### src/rtl/spi_lcd_pkg.sv
// Shared definitions for the SPI LCD init/write controller: ROM entry layout,
// opcodes and controller state encoding.
package spi_lcd_pkg;

  localparam int ENTRY_W = 10;

  typedef enum logic [1:0] {
    OP_CMD   = 2'b00,
    OP_DATA  = 2'b01,
    OP_DELAY = 2'b10,
    OP_END   = 2'b11
  } opcode_e;

  typedef struct packed {
    opcode_e    op;
    logic [7:0] arg;
  } rom_entry_t;

  typedef enum logic [2:0] {
    RST_LOW,
    RST_WAIT,
    FETCH,
    ISSUE,
    WAIT_DONE,
    DELAY,
    READY,
    WR_WAIT
  } state_e;

  function automatic rom_entry_t make_entry(input opcode_e op, input logic [7:0] arg);
    rom_entry_t e;
    e.op  = op;
    e.arg = arg;
    return e;
  endfunction

endpackage

### src/rtl/spi_lcd_if.sv
// Handshake between the LCD controller (master) and an external SPI byte engine (slave).
interface spi_lcd_if;

  logic       spi_start;
  logic [7:0] spi_data;
  logic       spi_done;

  modport master (
    output spi_start,
    output spi_data,
    input  spi_done
  );

  modport slave (
    input  spi_start,
    input  spi_data,
    output spi_done
  );

endinterface

### src/rtl/lcd_init_rom.sv
// Panel initialisation table: combinational lookup from index to a 10-bit entry.
module lcd_init_rom
  import spi_lcd_pkg::*;
#(
  parameter int INIT_LEN = 32,
  parameter int IDX_W    = $clog2(INIT_LEN + 1)
) (
  input  logic [IDX_W-1:0]   idx,
  output logic [ENTRY_W-1:0] entry
);

  // Anything past the table, or past INIT_LEN, reads back as END.
  always_comb begin
    entry = make_entry(OP_END, 8'h00);
    if (idx < IDX_W'(INIT_LEN)) begin
      case (idx)
        IDX_W'(0): entry = make_entry(OP_CMD,   8'h01);
        IDX_W'(1): entry = make_entry(OP_DELAY, 8'h02);
        IDX_W'(2): entry = make_entry(OP_CMD,   8'h3A);
        IDX_W'(3): entry = make_entry(OP_DATA,  8'h05);
        default:   entry = make_entry(OP_END,   8'h00);
      endcase
    end
  end

endmodule

### src/rtl/spi_lcd_ctrl.sv
// LCD panel controller: pulses the panel reset, plays the init ROM through an
// external SPI byte engine, then forwards user bytes one at a time.
module spi_lcd_ctrl
  import spi_lcd_pkg::*;
#(
  parameter int RST_HOLD   = 1000,
  parameter int DELAY_UNIT = 50000,
  parameter int INIT_LEN   = 32
) (
  input  logic        clk,
  input  logic        reset,
  spi_lcd_if.master   spi,
  output logic        lcd_dc,
  output logic        lcd_rst_n,
  input  logic        wr_valid,
  input  logic        wr_dc,
  input  logic [7:0]  wr_data,
  output logic        wr_ready,
  output logic        init_done,
  output logic        busy
);

  localparam int CNT_MAX = (255 * DELAY_UNIT > RST_HOLD) ? 255 * DELAY_UNIT : RST_HOLD;
  localparam int CNT_W   = $clog2(CNT_MAX + 1);
  localparam int IDX_W   = $clog2(INIT_LEN + 1);

  state_e             state;
  logic [IDX_W-1:0]   idx;
  logic [CNT_W-1:0]   cnt;
  logic [CNT_W-1:0]   delay_last;
  logic [ENTRY_W-1:0] rom_word;
  rom_entry_t         entry;

  lcd_init_rom #(
    .INIT_LEN (INIT_LEN),
    .IDX_W    (IDX_W)
  ) u_rom (
    .idx   (idx),
    .entry (rom_word)
  );

  assign entry = rom_entry_t'(rom_word);

  // Single registered FSM; every output is a flop so the engine and panel see clean levels.
  always_ff @(posedge clk or posedge reset) begin
    if (reset) begin
      state         <= RST_LOW;
      idx           <= '0;
      cnt           <= '0;
      delay_last    <= '0;
      lcd_rst_n     <= 1'b0;
      lcd_dc        <= 1'b0;
      spi.spi_start <= 1'b0;
      spi.spi_data  <= 8'h00;
      wr_ready      <= 1'b0;
      init_done     <= 1'b0;
      busy          <= 1'b1;
    end else begin
      case (state)
        RST_LOW: begin
          if (cnt == CNT_W'(RST_HOLD - 1)) begin
            cnt       <= '0;
            lcd_rst_n <= 1'b1;
            state     <= RST_WAIT;
          end else begin
            cnt <= cnt + CNT_W'(1);
          end
        end

        RST_WAIT: begin
          if (cnt == CNT_W'(RST_HOLD - 1)) begin
            cnt   <= '0;
            idx   <= '0;
            state <= FETCH;
          end else begin
            cnt <= cnt + CNT_W'(1);
          end
        end

        FETCH: begin
          if (idx == IDX_W'(INIT_LEN) || entry.op == OP_END) begin
            init_done <= 1'b1;
            wr_ready  <= 1'b1;
            busy      <= 1'b0;
            state     <= READY;
          end else if (entry.op == OP_DELAY) begin
            // A zero-length delay just steps to the next entry without visiting DELAY.
            if (entry.arg == 8'h00) begin
              idx <= idx + IDX_W'(1);
            end else begin
              cnt        <= '0;
              delay_last <= CNT_W'(entry.arg) * CNT_W'(DELAY_UNIT) - CNT_W'(1);
              state      <= DELAY;
            end
          end else begin
            spi.spi_data  <= entry.arg;
            lcd_dc        <= entry.op[0];
            spi.spi_start <= 1'b1;
            state         <= ISSUE;
          end
        end

        ISSUE: begin
          spi.spi_start <= 1'b0;
          state         <= WAIT_DONE;
        end

        WAIT_DONE: begin
          if (spi.spi_done) begin
            idx   <= idx + IDX_W'(1);
            state <= FETCH;
          end
        end

        DELAY: begin
          if (cnt == delay_last) begin
            cnt   <= '0;
            idx   <= idx + IDX_W'(1);
            state <= FETCH;
          end else begin
            cnt <= cnt + CNT_W'(1);
          end
        end

        READY: begin
          if (wr_valid && wr_ready) begin
            spi.spi_data  <= wr_data;
            lcd_dc        <= wr_dc;
            spi.spi_start <= 1'b1;
            wr_ready      <= 1'b0;
            busy          <= 1'b1;
            state         <= WR_WAIT;
          end
        end

        WR_WAIT: begin
          spi.spi_start <= 1'b0;
          if (spi.spi_done) begin
            wr_ready <= 1'b1;
            busy     <= 1'b0;
            state    <= READY;
          end
        end

        default: begin
          state <= RST_LOW;
        end
      endcase
    end
  end

endmodule

### src/flat_wrapper.sv
// flat-port wrapper written by rule: the top's interface ports become plain ports
module spi_lcd_ctrl_flat import spi_lcd_pkg::*;
#(
  parameter int RST_HOLD   = 1000,
  parameter int DELAY_UNIT = 50000,
  parameter int INIT_LEN   = 32
)
  (clk, reset, lcd_dc, lcd_rst_n, wr_valid, wr_dc, wr_data, wr_ready, init_done, busy, spi_spi_start, spi_spi_data, spi_spi_done);
  spi_lcd_if spi_i ();
  input  logic clk;
  input  logic reset;
  output logic lcd_dc;
  output logic lcd_rst_n;
  input  logic wr_valid;
  input  logic wr_dc;
  input  logic [7:0] wr_data;
  output logic wr_ready;
  output logic init_done;
  output logic busy;
  output wire logic [$bits(spi_i.spi_start)-1:0] spi_spi_start;
  output wire logic [$bits(spi_i.spi_data)-1:0] spi_spi_data;
  input wire logic [$bits(spi_i.spi_done)-1:0] spi_spi_done;
  assign spi_spi_start = spi_i.spi_start;
  assign spi_spi_data = spi_i.spi_data;
  assign spi_i.spi_done = spi_spi_done;
  spi_lcd_ctrl #(.RST_HOLD(RST_HOLD), .DELAY_UNIT(DELAY_UNIT), .INIT_LEN(INIT_LEN)) u_core (.clk(clk), .reset(reset), .spi(spi_i), .lcd_dc(lcd_dc), .lcd_rst_n(lcd_rst_n), .wr_valid(wr_valid), .wr_dc(wr_dc), .wr_data(wr_data), .wr_ready(wr_ready), .init_done(init_done), .busy(busy));
endmodule
### config.mk
export PLATFORM = sky130hd
export DESIGN_NAME = spi_lcd_ctrl_flat
export DESIGN_NICKNAME = d
export VERILOG_FILES = /design/src/rtl/spi_lcd_pkg.sv /design/src/rtl/spi_lcd_if.sv /design/src/rtl/lcd_init_rom.sv /design/src/rtl/spi_lcd_ctrl.sv /design/src/flat_wrapper.sv
export SDC_FILE = /design/constraint.sdc
export NUM_CORES = 1
export LEC_CHECK = 0
export BUFFER_PORTS_ARGS = -buffer_cell sky130_fd_sc_hd__buf_2
export CAP_MARGIN = 10
export CORE_UTILIZATION = 56
export CTS_BUF_LIST = sky130_fd_sc_hd__clkbuf_16
export CTS_CLUSTER_SIZE = 30
export DETAILED_ROUTE_END_ITERATION = 7
export PLACE_DENSITY = 0.77
export SETUP_SLACK_MARGIN = 0.02
export SLEW_MARGIN = 20
export SYNTH_ARGS = -nofsm -noshare
export SYNTH_HDL_FRONTEND = slang
export SYNTH_SLANG_ARGS = --single-unit
### constraint.sdc
create_clock -name clk -period 4.7 [get_ports clk]
set_clock_uncertainty 0.05 [all_clocks]
set_input_delay 0.94 -clock clk [delete_from_list [all_inputs] [get_ports clk]]
set_output_delay 0.94 -clock clk [all_outputs]
set_load 0.01 [all_outputs]
# Word level (Yosys, flattened, before mapping)

Index checks and enable logic that the tools add are counted.

Bits of input ports: 13
Output and inout bits: 14
Register bits after elaboration: 71
Word-level logic and storage cells: 111

Bitwise gates (word level): 2
Reduce and logical (&&, ||, !) cells: 21
$add $sub $neg: 3
Multiply operators: 1
Multiplexer cells: 44
Order comparisons: 1
Eq/ne operators: 28

Operators with widths:

| operator                | number |
|---|---|
| $mux W24                | 5 |
| $pmux W24 S3            | 1 |
| $pmux W10 S4            | 1 |
| $mux W6                 | 6 |
| $mux W3                 | 9 |
| $add A24 B1 Y24 const B | 1 |
| $eq A24 B10 Y1 const B  | 1 |
| $eq A24 B24 Y1          | 1 |
| $mux W8                 | 3 |
| $pmux W3 S8             | 1 |
| $pmux W6 S4             | 1 |
| $sub A24 B1 Y24 const B | 1 |
| $mul A8 B12 Y20 const B | 1 |
| $reduce_and A4 Y1       | 5 |
| $pmux W8 S2             | 1 |
| $ne A2 B1 Y1 const B    | 7 |
| $reduce_and A7 Y1       | 2 |
| $eq A3 B3 Y1 const B    | 4 |
| $eq A6 B2 Y1 const B    | 2 |
| $mux W1                 | 11 |
| $mux W10                | 1 |
| $ne A2 B2 Y1 const B    | 5 |
| $pmux W1 S3             | 3 |
| $reduce_bool A3 Y1      | 3 |
| 19 further kinds        | 24 |

# Depth between registers and ports, before layout

Depth after elaboration: 8
Gate-level depth with buffers: 15
Gate-level depth less buffers: 15

# Cells and area by module

From an unflattened synthesis, not the netlist that was laid out.

Cells, all modules: 606
Area, all modules: 5562.8 um2

By module, submodules not included:

| module       | seq. area each (um2) | cells each | area each (um2) | times used |
|---|---|---|---|---|
| spi_lcd_ctrl | 1702.9               | 590        | 5464.0          | 1 |
| lcd_init_rom | 0.0                  | 16         | 98.8            | 1 |

# Least setup slack after synthesis

No wires, ideal clock.

Path type: register to register
Start: reg u_core.idx[0]
End: reg u_core.delay_last[20]
Period minus slack after synthesis: 4705 ps
Setup time: 104 ps
Slack: -5 ps
Stages on the path, launching flop included: 16
Arrival time: 4551 ps
Buffers on the path: 0
Path through: dfrtp_1 inv_1 ha_1 nand2_1 clkinv_1 ha_1 fa_1 ha_1 fa_1 nor4_2 nor2b_1 o21ai_0 or4_4 nor2b_2 o22ai_1 o41ai_2

Cells in the longest elaborated chain, start to end: 7
Elaborated cells on any way between the ends: 17

RTL lines:

| what                                                    | line                | source |
|---|---|---|
| start: declaration                                      | spi_lcd_ctrl.sv:28  | `logic [IDX_W-1:0] idx;` |
| start signal: assignment                                | spi_lcd_ctrl.sv:89  | `idx <= idx + IDX_W'(1);` |
| start signal: assignment                                | spi_lcd_ctrl.sv:110 | `idx <= idx + IDX_W'(1);` |
| start signal: assignment                                | spi_lcd_ctrl.sv:118 | `idx <= idx + IDX_W'(1);` |
| branches (longest 7 deep; another with $sub A24 B1 Y24) | -                   |  |
| end signal: assignment                                  | spi_lcd_ctrl.sv:92  | `delay_last <= CNT_W'(entry.arg) * CNT_W'(DELAY_UNIT) - CNT_W'(1);` |
| end: declaration                                        | spi_lcd_ctrl.sv:30  | `logic [CNT_W-1:0] delay_last;` |

Several ways; the timed one is not identified.
A chain may end at the register's enable or synchronous reset.

# Worst setup path after layout

Start: reg u_core.idx[5]
End: reg u_core.delay_last[20]

The elaborated chain is that of the path after synthesis.

==> flow_metrics.env <==
export IMPL_rsz0062_at_grt="no"
export IMPL_async_flop_share_pct=100
export IMPL_swShare_pct=21.3
export IMPL_r2r_cells=14
export IMPL_path_buf_inv=0
export IMPL_portBuffers=26
export IMPL_clockPowerShare_pct=52.4
export IMPL_drv_slew=0
export IMPL_num_io_pins=27
export IMPL_seqCellArea_mm2=0.00170
export IMPL_leakagePower_uw=0.00242
export IMPL_cts_hold_buf=0
export IMPL_min_path_type="flip-flop to flip-flop"
export IMPL_cp_endpoint="u_core.delay_last[20]$_DFFE_PP0P_"
export IMPL_firstDrtPassIters=5
export IMPL_cpMaxStageDelayCell="or4_4"
export IMPL_syn_to_final_growth_pct=13.5
export IMPL_nets=634
export IMPL_path_delay_family="adder cells"
export IMPL_place_area_mm2=0.00507
export IMPL_crit_path_start_kind="flip-flop"
export IMPL_final_core_util_pct=66.0
export IMPL_place_gp_congestion=0.865
export IMPL_multi_input_area_mm2=0.00301
export IMPL_maxCapViolations=0
export IMPL_clock_sinks=68
export IMPL_yosysWarnings=0
export IMPL_period_share_pct=96.1
export IMPL_ys_seq_area_share_pct=35.5
export IMPL_dieArea_mm2=0.00895
export IMPL_grt_max_degree=47
export IMPL_crit_path_max_incr_delay_ns=0.52
export IMPL_num_antenna_cells=0
export IMPL_grt_pass1_wl_mm=18.0
export IMPL_final_setup_tns_ns=0
export IMPL_ir_drop_mv=0.200
export IMPL_viasPerCell=5.93
export IMPL_start_util_pct=58.2
export IMPL_path_depth=14
export IMPL_finalHoldViolCount=0
export IMPL_cellPowerDensity_mw_per_mm2=232
export IMPL_die_h_um=94.6
export IMPL_htreeDepth=3
export IMPL_crit_chain="nor4_4 > nand2_2 > ha_1 > ha_1 > ha_1 > ha_1 > fa_2 > nor4_4 > nor2b_4 > o21ai_0 > or4_4 > nor2b_2 > o22ai_1 > o41ai_2"
export IMPL_switching_power_uw=269
export IMPL_p_int_uw=997
export IMPL_p_seq_share_pct=46.2
export IMPL_required_ns=4.88
export IMPL_ys_top_cells_by_area="dfrtp_1 (35%), ha_1 (8.6%), xnor2_1 (6.7%), o21ai_0 (5.6%), nand2_1 (4.6%)"
export IMPL_synth_cell_types=65
export IMPL_vias=4122
export IMPL_synth_cells=554
export IMPL_wl_per_cell_um=16.2
export IMPL_min_period_ns=4.52
export IMPL_core_mm2=0.00826
export IMPL_synthFlopType="dfrtp_1"
export IMPL_cts_tree="yes"
export IMPL_p_total_uw=1270
export IMPL_r2r_start="u_core.idx[5]$_DFFE_PP0P_"
export IMPL_antenna_found_initial=0
export IMPL_grtUsageTotal_pct=26.0
export IMPL_cp_startpoint="u_core.idx[5]$_DFFE_PP0P_"
export IMPL_timing_fmax_mhz=221
export IMPL_worst_pin_slew_ns=0.985
export IMPL_synth_ff_latch_count=68
export IMPL_netlist_area_leader_share_pct=34.9
export IMPL_cp_max_fo=5
export IMPL_setup_viol=0
export IMPL_clk_pin_slew_ns=0.05
export IMPL_timing_rr_end="u_core.delay_last[20]$_DFFE_PP0P_"
export IMPL_p_comb_share_pct=1.4
export IMPL_cpMostUsedCell="ha_1"
export IMPL_synth_edf_count=0
export IMPL_cp_arrival_ns=4.69
export IMPL_drive_gt1_share_pct=15.9
export IMPL_grt_pass1_vias=3756
export IMPL_synth_area_mm2=0.00480
export IMPL_status="completed"
export IMPL_worst_hold_slack_ns=0.431
export IMPL_reg2reg_setup_slack_ns=0.18
export IMPL_root_buffer="clkbuf_16"
export IMPL_synth_nets=603
export IMPL_mostFrequentLayoutCells="dfrtp_1 (66), nand2_1 (57), nor2_1 (54)"
export IMPL_drt_iter0_markers=261
export IMPL_crit_type="flip-flop to flip-flop"
export IMPL_synth_area_leader_cell="dfrtp_1"
export IMPL_max_slew_margin_pct=33.9
export IMPL_final_common_cell="dfrtp_1"
export IMPL_end_kind="flip-flop"
export IMPL_dp_hpwl_mm=8.41
export IMPL_fp_row_count=33
export IMPL_clockBufferDepth=2
export IMPL_routed_wl_mm=11.2
export IMPL_cts_inserted_buffers=9
export IMPL_clock_latency_ns=0.33
export IMPL_overflow=0
export IMPL_nFillCells=657
export IMPL_syn_avg_cell_area_um2=8.67
export IMPL_ant_nets=0
export IMPL_drcViolationCount=0
export IMPL_fp_dieW_um=94.6
export IMPL_final_area_mm2=0.00545
==> worst register-to-register path, cell delays in order, from the launching register on <==
cell and delay, ns:
dfrtp_1 0.43, nor4_4 0.39, nand2_2 0.14, ha_1 0.37
ha_1 0.31, ha_1 0.30, ha_1 0.25, fa_2 0.47
nor4_4 0.31, nor2b_4 0.19, o21ai_0 0.14, or4_4 0.52
nor2b_2 0.14, o22ai_1 0.11, o41ai_2 0.30
==> layout make-up <==
type	instances	share of cell area, %
Sequential cell	68	31.3
Timing Repair Buffer	43	4.73
Tap cell	105	2.41
Clock inverter	7	1.24
Inverter	16	1.12
Multi-Input combinational cell	447	55.1
Clock buffer	9	4.13
==> repair_timing <==
action	4_1_cts	5_1_grt
buffers inserted	0	5
endpoints found under the setup margin	0	7
gates resized for setup	0	12
==> per-stage QoR <==
step	setup slack, ns	std cells
after global routing	0.0107	695
after CTS	0.0332	690
after detailed placement	0.0572	674
after floorplan	0.0844	554
after global placement	0.279	674
final	0.182	695
==> state kept, by name, indices dropped and copies added (netlist names), 3 cells and up <==
register             cells
u_core.idx               6
u_core.spi.spi_data      8
u_core.state             3
u_core.cnt              24
u_core.delay_last       21
==> cell usage after synthesis, types with 2 or more instances <==
library cell	instances
o211ai_1	4
or3_1	11
nand2b_1	6
nor3_1	12
a22o_1	6
o21ai_0	54
nand3_1	15
clkbuf_1	19
nor4_1	7
o21bai_1	3
xor2_1	13
mux2_2	3
buf_2	2
a21oi_1	31
nand4_1	17
nand3b_1	2
and3_1	12
dfrtp_1	67
nor2b_1	11
nand2_1	59
o21ai_1	2
fa_1	3
o2111ai_1	2
a31oi_1	5
nor2_1	54
and2_1	4
ha_1	33
or4_4	2
xnor2_1	37
or2_2	5
a21o_1	5
inv_1	15
==> per-layer routing <==
metal,GRT usage [%],share of wire [%]
met5,0,0
met1,34.8,46
met4,10.2,2.6
met2,41.7,48
met3,4.51,2.7
==> power by group through the flow <==
stage / combinational, uW / sequential, uW / clock [uW]
4_1_cts: 17.9 / 586 / 668
2_1_floorplan: 8.61 / 596 / 0
3_5_place_dp: 17.9 / 596 / 0
5_1_grt: 20.0 / 585 / 694
6_report: 17.1 / 586 / 664
3_3_place_gp: 17.6 / 596 / 0
==> cells by family after synthesis <==
| kind of cell | share of synthesized area (%) |
|---|---|
| muxes | 0.912 |
| buffers and inverters | 3.18 |
| and+or+nand+nor | 24.6 |
| adders and majority gates | 9.85 |
| xor gates and xnor gates | 9.12 |
| AOI/OAI and AO/OA | 16.9 |
| DFF | 35.5 |
==> how the worst min path moves through the flow <==
stage	start	to	slack, ns	cells after the start
after global placement	u_core.spi.spi_data[6]$_DFFE_PP0P_	u_core.spi.spi_data[6]$_DFFE_PP0P_	0.41	2
after global routing	u_core.init_done$_DFFE_PP0P_	u_core.init_done$_DFFE_PP0P_	0.46	1
after CTS	u_core.lcd_rst_n$_DFFE_PP0P_	u_core.lcd_rst_n$_DFFE_PP0P_	0.43	1
after detailed placement	u_core.lcd_rst_n$_DFFE_PP0P_	u_core.lcd_rst_n$_DFFE_PP0P_	0.41	1
after floorplan	u_core.delay_last[22]$_DFFE_PP0P_	u_core.delay_last[22]$_DFFE_PP0P_	0.41	2
final	u_core.init_done$_DFFE_PP0P_	u_core.init_done$_DFFE_PP0P_	0.43	1
Note: power is estimated with default switching activity, not from simulation.
